### config.mk
export PLATFORM = sky130hd
export DESIGN_NAME = ring_output_arbiter
export DESIGN_NICKNAME = d
export VERILOG_FILES = /design/src/rtl/ring_output_arbiter.sv
export SDC_FILE = /design/constraint.sdc
export NUM_CORES = 1
export LEC_CHECK = 0
export BUFFER_PORTS_ARGS = -buffer_cell sky130_fd_sc_hd__buf_2
export CORE_AREA = 2 2 133 135
export DETAILED_ROUTE_END_ITERATION = 16
export DIE_AREA = 0 0 135 137
export MAX_ROUTING_LAYER = met4
export PLACE_DENSITY_LB_ADDON = 0.12
export SLEW_MARGIN = 10
export SYNTH_ARGS = -nofsm -noshare
export SYNTH_HDL_FRONTEND = slang
export SYNTH_SLANG_ARGS = --single-unit
### constraint.sdc
create_clock -name clk -period 9 [get_ports clk]
set_clock_uncertainty 0.1 [all_clocks]
set_input_delay 1.8 -clock clk [delete_from_list [all_inputs] [get_ports clk]]
set_output_delay 1.8 -clock clk [all_outputs]
set_load 0.03 [all_outputs]
### src/rtl/ring_output_arbiter.sv
// Round-robin output-port arbiter for the mesh/ring router: polarity-gated VCs, one-entry
// output register with send/ready handshake, hop decrement. Optional grant counter: RING_ARB_GRANT_CNT_EN.
module ring_output_arbiter #(
    parameter int NUM_REQ = 4,
    parameter int DATA_W  = 64,
    parameter int HOP_MSB = 55,
    parameter int HOP_LSB = 48
) (
    input  logic                      clk,
    input  logic                      reset,
    input  logic                      polarity,
    input  logic [NUM_REQ-1:0]        req,
    input  logic [NUM_REQ-1:0]        req_vc,
    input  logic [NUM_REQ*DATA_W-1:0] req_data,
    output logic [NUM_REQ-1:0]        gnt,
    output logic                      so,
    input  logic                      ro,
    output logic [DATA_W-1:0]         do_data,
    output logic                      busy
`ifdef RING_ARB_GRANT_CNT_EN
    ,
    output logic [15:0]               grant_cnt
`endif
);

    localparam int PTR_W = (NUM_REQ > 1) ? $clog2(NUM_REQ) : 1;
    localparam int SUM_W = PTR_W + 1;
    localparam int EXT_N = 1 << PTR_W;
    localparam int HOP_W = HOP_MSB - HOP_LSB + 1;
    localparam logic [PTR_W-1:0] PTR_RST = PTR_W'(NUM_REQ - 1);

    typedef enum logic [0:0] {
        IDLE = 1'b0,
        SEND = 1'b1
    } state_t;

    state_t              state_r;
    state_t              state_nxt_s;
    logic [PTR_W-1:0]    ptr_r;
    logic [PTR_W-1:0]    win_idx_s;
    logic                win_found_s;
    logic [EXT_N-1:0]    elig_ext_s;
    logic                cap_s;
    logic                grant_s;
    logic [DATA_W-1:0]   win_data_s;
    logic [DATA_W-1:0]   do_r;

    // Hop count decrements on departure but never wraps below zero.
    function automatic logic [DATA_W-1:0] hop_dec(input logic [DATA_W-1:0] pkt);
        logic [DATA_W-1:0] res;
        logic [HOP_W-1:0]  hop;
        res = pkt;
        hop = pkt[HOP_MSB:HOP_LSB];
        if (hop != {HOP_W{1'b0}}) begin
            res[HOP_MSB:HOP_LSB] = hop - HOP_W'(1);
        end else begin
            res = pkt;
        end
        return res;
    endfunction

    // Eligibility (request on the current phase's VC) and output capacity.
    always_comb begin
        elig_ext_s                = '0;
        elig_ext_s[NUM_REQ-1:0]   = req & ~(req_vc ^ {NUM_REQ{polarity}});
        cap_s                     = (state_r == IDLE) || ((state_r == SEND) && ro);
    end

    // Rotating scan starting just after the last winner.
    always_comb begin
        logic [SUM_W-1:0] sum_v;
        sum_v       = '0;
        win_found_s = 1'b0;
        win_idx_s   = '0;
        for (int k = 1; k <= NUM_REQ; k++) begin
            sum_v = {1'b0, ptr_r} + SUM_W'(k);
            if (sum_v >= SUM_W'(NUM_REQ)) begin
                sum_v = sum_v - SUM_W'(NUM_REQ);
            end else begin
                sum_v = sum_v;
            end
            if (!win_found_s && elig_ext_s[sum_v[PTR_W-1:0]]) begin
                win_found_s = 1'b1;
                win_idx_s   = sum_v[PTR_W-1:0];
            end else begin
                win_found_s = win_found_s;
            end
        end
    end

    // One-hot grant and winner data mux; reset suppresses grants so held packets are dropped.
    always_comb begin
        grant_s    = reset && cap_s && win_found_s;
        gnt        = '0;
        win_data_s = '0;
        for (int i = 0; i < NUM_REQ; i++) begin
            if (grant_s && (win_idx_s == PTR_W'(i))) begin
                gnt[i]     = 1'b1;
                win_data_s = req_data[i*DATA_W +: DATA_W];
            end else begin
                gnt[i]     = 1'b0;
            end
        end
    end

    // FSM state register.
    always_ff @(posedge clk) begin
        if (!reset) begin
            state_r <= IDLE;
        end else begin
            state_r <= state_nxt_s;
        end
    end

    // FSM next-state: a grant always refills the register; a stalled SEND holds.
    always_comb begin
        state_nxt_s = state_r;
        case (state_r)
            IDLE: begin
                if (grant_s) begin
                    state_nxt_s = SEND;
                end else begin
                    state_nxt_s = IDLE;
                end
            end
            SEND: begin
                if (!ro || grant_s) begin
                    state_nxt_s = SEND;
                end else begin
                    state_nxt_s = IDLE;
                end
            end
            default: state_nxt_s = IDLE;
        endcase
    end

    // FSM outputs decode the state register only, so ro never reaches so combinationally.
    always_comb begin
        so   = 1'b0;
        busy = 1'b0;
        case (state_r)
            IDLE: begin
                so   = 1'b0;
                busy = 1'b0;
            end
            SEND: begin
                so   = 1'b1;
                busy = 1'b1;
            end
            default: begin
                so   = 1'b0;
                busy = 1'b0;
            end
        endcase
    end

    // Output register and round-robin pointer; both move only on a real grant.
    always_ff @(posedge clk) begin
        if (!reset) begin
            do_r  <= '0;
            ptr_r <= PTR_RST;
        end else if (grant_s) begin
            do_r  <= hop_dec(win_data_s);
            ptr_r <= win_idx_s;
        end else begin
            do_r  <= do_r;
            ptr_r <= ptr_r;
        end
    end

    assign do_data = do_r;

`ifdef RING_ARB_GRANT_CNT_EN
    logic [15:0] grant_cnt_r;

    // Saturating count of grants since reset.
    always_ff @(posedge clk) begin
        if (!reset) begin
            grant_cnt_r <= 16'h0000;
        end else if (grant_s && (grant_cnt_r != 16'hFFFF)) begin
            grant_cnt_r <= grant_cnt_r + 16'h0001;
        end else begin
            grant_cnt_r <= grant_cnt_r;
        end
    end

    assign grant_cnt = grant_cnt_r;
`endif

endmodule

==> impl_results.md, run 1 <==
* Status: finished clean
* Area of the core at between 15000 and 20000 um^2
* DRT iter0 DRCs at 284
* Clock-pin slew on the worst setup and hold paths at about 0.060 ns
* Top cell type by total area after synthesis: dfxtp_1
* Port bufs at about 340
* Worst R2R Start: ptr_r[0]$_SDFFE_PN1P_
* Tot GR Track Use at between 10% and 20%
* Avg Cell Area, Syn at ~7.3 um^2
* CTS Buf Count at 9
* Crit path to: gnt[0]
* Reg area at 1340 um^2
* Max IR drop VDD at around 0.087 mV
* Setup_tns at 0 ns
* Sequence of cells on the critical path: buf_2, xnor2_2, a31oi_1, o311ai_4, buf_4, nand2_1, nor2_1, buf_2
* Post-Place Setup Slack at 3.42 ns
* Met3 GRT Util at under 10%
* First-pass GRT wire length at between 20 and 30 mm
* Netlist cell types at between 50 and 60
* Synth area leaders: dfxtp_1 32%, nand2_1 11%, a21oi_1 10%, a32oi_1 6.4%, o21ai_0 6.3%
* Dpl cells at around 1100
* GRT Max-Usage Layer: met2
* Largest incremental delay on the critical path at about 0.4 ns
* Post-synth EDFFs at 0
* Die ar. at between 15000 and 20000 um^2
* Initial antenna violation count at 1
* Setup violations, final at 0
* Setup Crit Path Kind: in -> out
* Crit-path leading delay family: buffers and inverters
* RSZ-0062 raised after global routing: no
* DRC Markers at 0
* Fmax at 0.181 GHz
* Worst hold stages at 2
* Largest net degree at the start of global routing at about 110
* Post-synthesis sequential area ratio at between 30% and 40%
* Final WS setup at approximately 3.5 ns
* Die width at around 140 um
* Crit path time final at roughly 5.5 ns
* Maxcap violations at 0
* # fillers at between 1500 and 2000
* Number of register bits inferred by synthesis at 67
* Hpwl dp at 13.5 mm
* R2R cell count at 13
* Post-synth top flop: dfxtp_1
* Crit path launch type: input port
* Setup bufs post-CTS at 0
* TritonCTS clock tree: yes
* I/O Pins at 338
* Placer Congestion at around 0.79
* Slowest CP cell: buf_4
* Starting Density at 24.8%
* Die Ht at 137 um
* Cell area after synthesis at roughly 4200 um^2
* Routed Antenna Nets at 0
* Flop2flop setup slack at roughly 5.2 ns
* Row count at 48
* WP buf/inv at 3
* H-tree levels at 3
* Met1 GRT Util at 22.3%
* Synth-to-layout area growth at 51.1%
* Mapped Nets at ~850
* Final core occ at about 37%
* Grt met2 use at approximately a third
* Fin. Hold Viols at 0
* Crit path depth at 8
* Final WL at around 18 mm
* Top-area cell type share of the netlist area at between 30% and 40%
* Lkg Pwr at a little over 0.003 uW
* CTS sink count at 67
* Fin crit share at about three fifths
* Crit path max fanout at 30
* P per Cell Area at 211 nW/um^2
* Area of the multi-input gates at between 2000 and 3000 um^2
* Arrival time of the worst setup path at about 3.6 ns
* Gates resized, CTS repair at 0
* FFs w/ async S/R, synth at 0%
* CTS root buf: clkbuf_16
* NumNets Final at 1152
* Slew Viols, Final at 0
* Hold crit path type: reg -> reg
* Share of cells above drive strength 1 at 42.6%
* Hold Startpoint: do_data[52]$_SDFFE_PN0P_
* WL/cell at around 17 um
* Reg2reg end: do_data[50]$_SDFFE_PN0P_
* Drt pass-1 iters at 4
* Vias in the first global route at around 5300
* Bufs on Longest Clock Path at 2
* Yosys warnings at 0
* Slew HR at 32.7%
* Via count at about 5500
* Total gr overflow at 0
* Post-CTS Hold Buffers at 0
* CP dominant cell by count: buf_2
* Mapped Cells at 579
* Crit path required time at slightly above 7 ns
* Worst Setup SP: polarity
* Clock latency reported for the late side of the worst-skew pair at around 0.34 ns
* Final cell count without fillers at between 1000 and 1500
* Worst slew pin tran at just over 1 ns
* Via density at 4.92
* Critical path endpoint category: primary output
-- cell usage after synthesis, types with 3 or more instances --
| library cell | instances |
|---|---|
| nand2_1 | 129 |
| a21oi_1 | 86 |
| dfxtp_1 | 67 |
| o21ai_0 | 53 |
| clkbuf_1 | 40 |
| a32oi_1 | 31 |
| nand3_1 | 23 |
| a221oi_1 | 21 |
| nor2_1 | 18 |
| mux2i_1 | 12 |
| inv_1 | 8 |
| a211oi_1 | 7 |
| a222oi_1 | 7 |
| buf_2 | 6 |
| nor3_1 | 6 |
| xnor2_1 | 4 |
| a22oi_1 | 3 |
| buf_1 | 3 |
| buf_6 | 3 |
| nand2b_1 | 3 |
| xor2_1 | 3 |
-- flip-flops by register name (all words and copies together) (netlist names) --
signal	cells
do_data	64
ptr_r	2
state_r	1
-- cells by family (layout without fill, tap and decap cells) --
| group | Yosys count | in the layout | share of synthesized area [%] |
|---|---|---|---|
| AND/OR/NAND/NOR | 189 | 189 | 18.7 |
| multiplexers | 15 | 15 | 3.64 |
| AO/OA/AOI/OAI | 235 | 235 | 37.0 |
| XOR/XNOR | 8 | 8 | 1.84 |
| adder cells (fa/ha/maj) | 2 | 2 | 0.592 |
| flip-flops | 67 | 67 | 31.7 |
| buffers and inverters | 63 | 371 | 6.48 |
| other | 0 | 1 | 0 |
-- layout make-up --
type | count | share of cell area (%)
Multi-Input combinational cell | 449 | 41.4
Timing Repair Buffer | 346 | 27.5
Sequential cell | 67 | 21.0
Tap cell | 225 | 4.41
Clock buffer | 12 | 4.02
Clock inverter | 4 | 1.14
Inverter | 9 | 0.529
Antenna cell | 1 | 0.0392
-- report_power, final --
part	internal, uW	switching (uW)	total, uW
clock	257	136	394
combinational	198	372	570
sequential	356	29.4	385
total	811	537	1350
-- how the worst min path moves through the flow --
stage                                    end  slack (ns)
floorplan              ptr_r[0]$_SDFFE_PN1P_        0.39
global placement    do_data[18]$_SDFFE_PN0P_        0.35
detailed placement  do_data[52]$_SDFFE_PN0P_        0.35
CTS                 do_data[52]$_SDFFE_PN0P_        0.36
global route        do_data[25]$_SDFFE_PN0P_        0.39
finish              do_data[52]$_SDFFE_PN0P_        0.36
-- cells in the final DEF, fill, tap and decap left out, types with 2 or more instances in the layout --
cell type	count
a211oi_1	7
a21oi_1	85
a221o_1	2
a221oi_1	21
a222oi_1	7
a22o_1	2
a22oi_1	3
a32oi_1	31
and4_4	2
buf_2	337
buf_4	9
bufinv_16	2
clkbuf_16	9
clkbuf_8	2
dfxtp_1	67
ha_1	2
inv_1	8
mux2_1	2
mux2i_1	12
nand2_1	128
nand2b_1	2
nand3_1	23
nand4_1	2
nor2_1	17
nor3_1	6
o211ai_1	2
o21ai_0	53
o21ai_1	2
o22a_1	2
o32ai_1	2
or3_1	2
xnor2_1	4
xor2_1	3
-- per-layer routing --
metal | vias up | part of all wire [%] | wire (um)
li1 | 2757 | - | -
met1 | 2470 | 41 | 7560
met2 | 225 | 51 | 9290
met3 | 19 | 6.7 | 1230
met4 | 0 | 1.7 | 318
met5 | - | 0 | 0
-- metrics by stage --
stage / area (um^2) / hold slack (ns) / power [uW]
5_1_grt: 6380 / 0.395 / 1430
3_3_place_gp: 6050 / 0.351 / 969
2_1_floorplan: 4230 / 0.390 / 765
3_5_place_dp: 6050 / 0.354 / 967
6_report: 6380 / 0.356 / 1350
4_1_cts: 6380 / 0.362 / 1370
-- worst register-to-register path, cell delays in order (launching register included) --
cell and delay (ns):
dfxtp_1 0.30, inv_1 0.08, a31oi_1 0.31, o311a_2 0.23, buf_4 0.69, mux2i_1 0.18
o32ai_1 0.63, inv_1 0.15, ha_1 0.21, inv_1 0.06, nor2_1 0.04, and4_4 0.22
or3_1 0.34, a21oi_1 0.13
Power figures use the tool's default switching activity.
==> run 2, diff against run 1 <==
--- a/config.mk
+++ b/config.mk
@@ -6,9 +6,9 @@
 export NUM_CORES = 1
 export LEC_CHECK = 0
 export BUFFER_PORTS_ARGS = -buffer_cell sky130_fd_sc_hd__buf_2
-export CORE_AREA = 2 2 133 135
+export CORE_AREA = 2 2 130 132
 export DETAILED_ROUTE_END_ITERATION = 16
-export DIE_AREA = 0 0 135 137
+export DIE_AREA = 0 0 132 134
 export MAX_ROUTING_LAYER = met4
 export PLACE_DENSITY_LB_ADDON = 0.12
 export SLEW_MARGIN = 10
==> constraint.sdc (replaced) <==
create_clock -name clk -period 5.6 [get_ports clk]
set_clock_uncertainty 0.1 [all_clocks]
set_input_delay 1.12 -clock clk [delete_from_list [all_inputs] [get_ports clk]]
set_output_delay 1.12 -clock clk [all_outputs]
set_load 0.03 [all_outputs]
==> impl_results.md, run 2 (same netlist as run 1, synthesis figures left out) <==
* Hpwl dp at 14.4 mm (+7.1%)
* Critical path endpoint category: flip-flop
* CP dominant cell by count: inv_1
* NumNets Final at 1154 (+0.17%)
* Reg2reg end: do_data[50]$_SDFFE_PN0P_
* Drt pass-1 iters at 5 (+1)
* Via density at 5.03 (+2.3%)
* Placed instance area at 6060 um^2 (+0.14%)
* Share of cells above drive strength 1 at 42.7% (+0.13 points)
* Met1 GRT Util at 25.2% (+3.0 points)
* Initial antenna violation count at 0 (-1)
* First-pass GRT wire length at 29.8 mm (+7.3%)
* Clock latency reported for the late side of the worst-skew pair at 0.33 ns (about the same)
* Crit path launch type: input port
* Worst min-delay path endpoint: do_data[52]$_SDFFE_PN0P_
* Gates resized, CTS repair at 0 (unchanged)
* Port bufs at 337 (unchanged)
* Worst hold stages at 2 (unchanged)
* Tot GR Track Use at 21.8% (+2.2 points)
* Antenna fix cells at 0 (-1)
* Sequence of cells on the critical path: buf_2, xnor2_2, a31oi_1, o311a_2, mux2i_1, o32ai_1, inv_1, ha_1, inv_1, nor2_1, and4_4, or3_1, a21oi_1
* Setup violations, final at 0 (unchanged)
* Routed Antenna Nets at 0 (unchanged)
* Worst slew pin tran at 0.898 ns (-0.112 ns)
* Fmax at 0.233 GHz
* Fin crit share at approximately 77%
* CTS root buf: clkbuf_16
* Die width at 132 um (-2.2%)
* Clock-pin slew on the worst setup and hold paths at 0.05 ns (about the same)
* DRC Markers at 0 (unchanged)
* Slew Viols, Final at 0 (unchanged)
* Largest register FFs at 64 (unchanged)
* Grt met2 use at 36.7% (+2.4 points)
* Crit path max fanout at 36 (+20%)
* CTS sink count at 67 (unchanged)
* Row count at 47 (-2.1%)
* Setup Crit Path Kind: in -> reg
* Fin. Hold Viols at 0 (unchanged)
* Placer Congestion at 0.846 (+6.5%)
* Vias in the first global route at 5674 (+7.2%)
* Bufs on Longest Clock Path at 2 (unchanged)
* RSZ-0062 raised after global routing: no
* Setup_tns at 0 ns (unchanged)
* CTS Buf Count at 9 (unchanged)
* Area of the core at 16300 um^2 (-4.5%)
* WL/cell at 17.2 um (+4.3%)
* Met3 GRT Util at 4.65% (-0.17 points)
* Total gr overflow at 0 (unchanged)
* Die ar. at 17700 um^2 (-4.4%)
* Maxcap violations at 0 (unchanged)
* Largest net degree at the start of global routing at 57 (-48%)
* Most common cell after layout, fill and taps aside: buf_2
* H-tree levels at 3 (unchanged)
* Slew HR at 40.2% (+7.5 points)
* WP buf/inv at 3 (unchanged)
* Crit path required time at 5.75 ns (-1.35 ns)
* Arrival time of the worst setup path at 4.44 ns (+0.81 ns)
* Crit path time final at around 4.3 ns
* Largest incremental delay on the critical path at 0.80 ns (+0.40 ns)
* Status: finished clean
* Max IR drop VDD at 0.174 mV (+100%)
* Worst R2R Start: ptr_r[0]$_SDFFE_PN1P_
* TritonCTS clock tree: yes
* DRT iter0 DRCs at 312 (+9.9%)
* Most frequent cells in the layout: 337 x buf_2, 128 x nand2_1, 85 x a21oi_1
* Lkg Pwr at 0.00307 uW (+0.31%)
* Crit-path leading delay family: compound AO/OA/AOI/OAI gates
* Setup bufs post-CTS at 0 (unchanged)
* Flop2flop setup slack at 2.04 ns (-3.20 ns)
* Synth-to-layout area growth at 51.2% (about the same)
* R2R cell count at 12 (-1)
* Via count at 5576 (+1.9%)
* GRT Max-Usage Layer: met2
* Slowest CP cell: o311a_2
* Hold Startpoint: do_data[52]$_SDFFE_PN0P_
* Power Total at 2170 uW (+61%)
* I/O Pins at 338 (unchanged)
* Hold crit path type: reg -> reg
* Final WL at 19.1 mm (+3.9%)
* Post-CTS Hold Buffers at 0 (unchanged)
* Die Ht at 134 um (-2.2%)
* P per Cell Area at 340 nW/um^2 (+61%)
* Starting Density at 25.9% (+1.2 points)
* Design Area, Final at 6390 um^2 (about the same)
run 2: changes by cell type in the layout (fill, tap and decap cells not counted):
cell and change:
buf_4 +2, diode_2 -1
run 2: how the worst max path moves through the flow:
stage                        start                        to  cells past startpoint
after global placement    polarity  do_data[50]$_SDFFE_PN0P_                     13
after CTS                 polarity  do_data[50]$_SDFFE_PN0P_                     13
after floorplan           polarity                    gnt[3]                      8
after global routing      polarity  do_data[50]$_SDFFE_PN0P_                     13
final                     polarity  do_data[50]$_SDFFE_PN0P_                     13
after detailed placement  polarity  do_data[50]$_SDFFE_PN0P_                     13
run 2: worst min-delay path, stage by stage, from the launching register on:
cell	delay, ns
dfxtp_1	0.31
nand2_1	0.05
o21ai_1	0.05
run 2: per-layer routing:
layer	vias up	wire (um)
met5	-	0
met4	0	625
met3	38	1350
met2	251	9240
met1	2528	7900
li1	2759	-
run 2: through the flow:
step | hold WS (ns) | utilization (%) | setup slack, ns | std cells
after global routing | 0.387 | 39.2 | 1.03 | 1109
after floorplan | 0.390 | - | 1.30 | 579
final | 0.346 | 39.2 | 1.31 | 1109
after CTS | 0.351 | 39.2 | 1.31 | 1109
after detailed placement | 0.344 | 37.2 | 0.955 | 1093
after global placement | 0.340 | 37.2 | 1.04 | 1093
run 2: cell type report:
type                            instances  area (um^2)
Clock inverter                          4         72.6
Multi-Input combinational cell        449         2640
Sequential cell                        67         1340
Tap cell                              220          275
Timing Repair Buffer                  348         1770
Clock buffer                           12          256
Inverter                                9         33.8
Fill cell                            1777         9900
run 2: where the power goes:
group | switching, uW | internal (uW)
clock | 215 | 414
sequential | 47.7 | 572
combinational | 602 | 321
total | 865 | 1310
==> run 3, diff against run 2 <==
==> constraint.sdc (replaced) <==
create_clock -name clk -period 4.33 [get_ports clk]
set_clock_uncertainty 0.1 [all_clocks]
set_input_delay 0.866 -clock clk [delete_from_list [all_inputs] [get_ports clk]]
set_output_delay 0.866 -clock clk [all_outputs]
set_load 0.03 [all_outputs]
==> impl_results.md, run 3 (same netlist as run 1, synthesis figures left out) <==
* Status: finished clean
* Combinational power share at 43.9% (+1.4 points)
* Design Area, Final at 6380 um^2 (-0.18%)
* R2R cell count at 11 (-1)
* Clock latency reported for the late side of the worst-skew pair at 0.33 ns (about the same)
* Placed instance area at 6080 um^2 (+0.37%)
* Worst min-delay path endpoint: do_data[52]$_SDFFE_PN0P_
* Placer Congestion at 0.842 (-0.47%)
* Clock power frac at 26.7% (-2.2 points)
* Most frequent cells in the layout: 337 x buf_2, 128 x nand2_1, 85 x a21oi_1
* Reg2reg end: do_data[50]$_SDFFE_PN0P_
* Setup bufs post-CTS at 0 (unchanged)
* Setup_tns at 0 ns (unchanged)
* Die Ht at 134 um (unchanged)
* Crit-path leading delay family: buffers and inverters
* Slew HR at 55.1% (+15 points)
* Flop pwr share at 29.4% (+0.9 points)
* Switching share of power at 40.9% (+1.1 points)
* Cell Int Power at 1620 uW (+24%)
* Fin. Hold Viols at 0 (unchanged)
* Bufs on Longest Clock Path at 2 (unchanged)
* Hold Startpoint: do_data[52]$_SDFFE_PN0P_
* Post-Place Setup Slack at 0.401 ns (-0.554 ns)
* TritonCTS clock tree: yes
* Crit path time final at about 3.7 ns
* Crit path max fanout at 31 (-14%)
* NumNets Final at 1157 (+0.26%)
* Gates resized, CTS repair at 0 (unchanged)
* Largest net degree at the start of global routing at 61 (+7.0%)
* Initial antenna violation count at 0 (unchanged)
* H-tree levels at 3 (unchanged)
* Flop2flop setup slack at 1.32 ns (-0.72 ns)
* Clock-pin slew on the worst setup and hold paths at 0.05 ns (about the same)
* CP dominant cell by count: buf_2
* Starting Density at 25.9% (unchanged)
* Most common cell after layout, fill and taps aside: buf_2
* Lkg Pwr at 0.00308 uW (about the same)
* Drt pass-1 iters at 6 (+1)
* Maxcap violations at 0 (unchanged)
* CTS root buf: clkbuf_16
* Die width at 132 um (unchanged)
* Via density at 5.03 (about the same)
* Slew Viols, Final at 0 (unchanged)
* DRT iter0 DRCs at 248 (-21%)
* WHS at 0.345 ns (-0.000906 ns)
* Final WS setup at 0.630 ns (-0.678 ns)
* Setup Crit Path Kind: in -> out
* Largest register FFs at 64 (unchanged)
* Hpwl dp at 14.5 mm (+0.58%)
* Sequence of cells on the critical path: buf_2, xnor2_1, a22oi_2, o311a_2, buf_4, nor2_1, buf_2
* P per Cell Area at 429 nW/um^2 (+26%)
* P_sw at 1120 uW (+29%)
* Tot GR Track Use at 21.8% (-0.064 points)
* Slowest CP cell: o311a_2
* DRC Markers at 0 (unchanged)
* Critical path endpoint category: primary output
* Final cell count without fillers at 1112 (+0.27%)
* Dpl cells at 1096 (+0.27%)
* I/O Pins at 338 (unchanged)
* Total gr overflow at 0 (unchanged)
* First-pass GRT wire length at 29.6 mm (-0.58%)
* Worst hold stages at 2 (unchanged)
* Area of the core at 16300 um^2 (unchanged)
* Max IR drop VDD at 0.167 mV (-4.3%)
* Setup violations, final at 0 (unchanged)
* Antenna fix cells at 0 (unchanged)
* WL/cell at 17.1 um (-0.75%)
* CTS Buf Count at 9 (unchanged)
* Worst slew pin tran at 0.673 ns (-0.224 ns)
* Port bufs at 337 (unchanged)
* Fin crit share at between 80 and 90%
* WP buf/inv at 3 (unchanged)
* Crit path launch type: input port
* Vias in the first global route at 5596 (-1.4%)
* Hold crit path type: reg -> reg
* Post-CTS Hold Buffers at 0 (unchanged)
* Via count at 5595 (+0.34%)
* Row count at 47 (unchanged)
* Worst R2R Start: ptr_r[1]$_SDFFE_PN1P_
* Fmax at 0.270 GHz
* Die ar. at 17700 um^2 (unchanged)
* CTS sink count at 67 (unchanged)
* RSZ-0062 raised after global routing: no
* Final WL at 19.0 mm (-0.48%)
* Share of cells above drive strength 1 at 42.9% (+0.19 points)
* Largest incremental delay on the critical path at 0.51 ns (-0.29 ns)
* Routed Antenna Nets at 0 (unchanged)
* Crit path required time at 3.36 ns (-2.39 ns)
* Synth-to-layout area growth at 50.9%
* Arrival time of the worst setup path at 2.73 ns (-1.71 ns)
[run 3: changes by cell type in the layout (fill, tap and decap cells not counted)]
cell / previous run / this run
buf_4: 11 / 14
bufinv_16: 2 / 1
clkbuf_8: 2 / 1
clkinv_2: 1 / 3
[run 3: routing by layer]
| metal | track usage (%) | wire length [um] | vias up |
|---|---|---|---|
| li1 | - | - | 2768 |
| met1 | 25.8 | 8080 | 2564 |
| met2 | 36.3 | 9270 | 237 |
| met3 | 4.38 | 1220 | 26 |
| met4 | 8.51 | 457 | 0 |
| met5 | - | 0 | - |
[run 3: worst max path at each step]
stage | startpoint | endpoint | slack, ns | cells past startpoint
2_1_floorplan | polarity | gnt[3] | 0.54 | 8
3_3_place_gp | polarity | do_data[50]$_SDFFE_PN0P_ | 0.49 | 13
3_5_place_dp | polarity | do_data[50]$_SDFFE_PN0P_ | 0.40 | 13
4_1_cts | polarity | gnt[1] | 0.64 | 7
5_1_grt | polarity | gnt[1] | 0.49 | 7
6_report | polarity | gnt[1] | 0.63 | 7
[run 3: layout make-up]
class,instances,area [um^2]
fill,1867,9910
multi-input combinational,449,2640
timing repair buffer,351,1790
sequential,67,1340
tap,220,275
clock buffer,11,243
clock inverter,5,52.6
inverter,9,33.8
[run 3: worst min-delay path, cell delays in order (launching register included)]
cell	delay, ns
dfxtp_1	0.31
nand2_1	0.05
o21ai_1	0.05
[run 3: stage by stage]
step | utilization [%] | total power (uW)
2_1_floorplan | - | 1590
3_3_place_gp | 37.3 | 2030
3_5_place_dp | 37.3 | 2020
4_1_cts | 39.2 | 2770
5_1_grt | 39.2 | 2920
6_report | 39.2 | 2730
[run 3: power groups by stage]
stage,logic [uW],registers [uW],clock network (uW)
floorplan,546,1040,0
global placement,1210,815,0
detailed placement,1210,815,0
CTS,1210,804,759
global route,1310,817,787
finish,1200,803,731
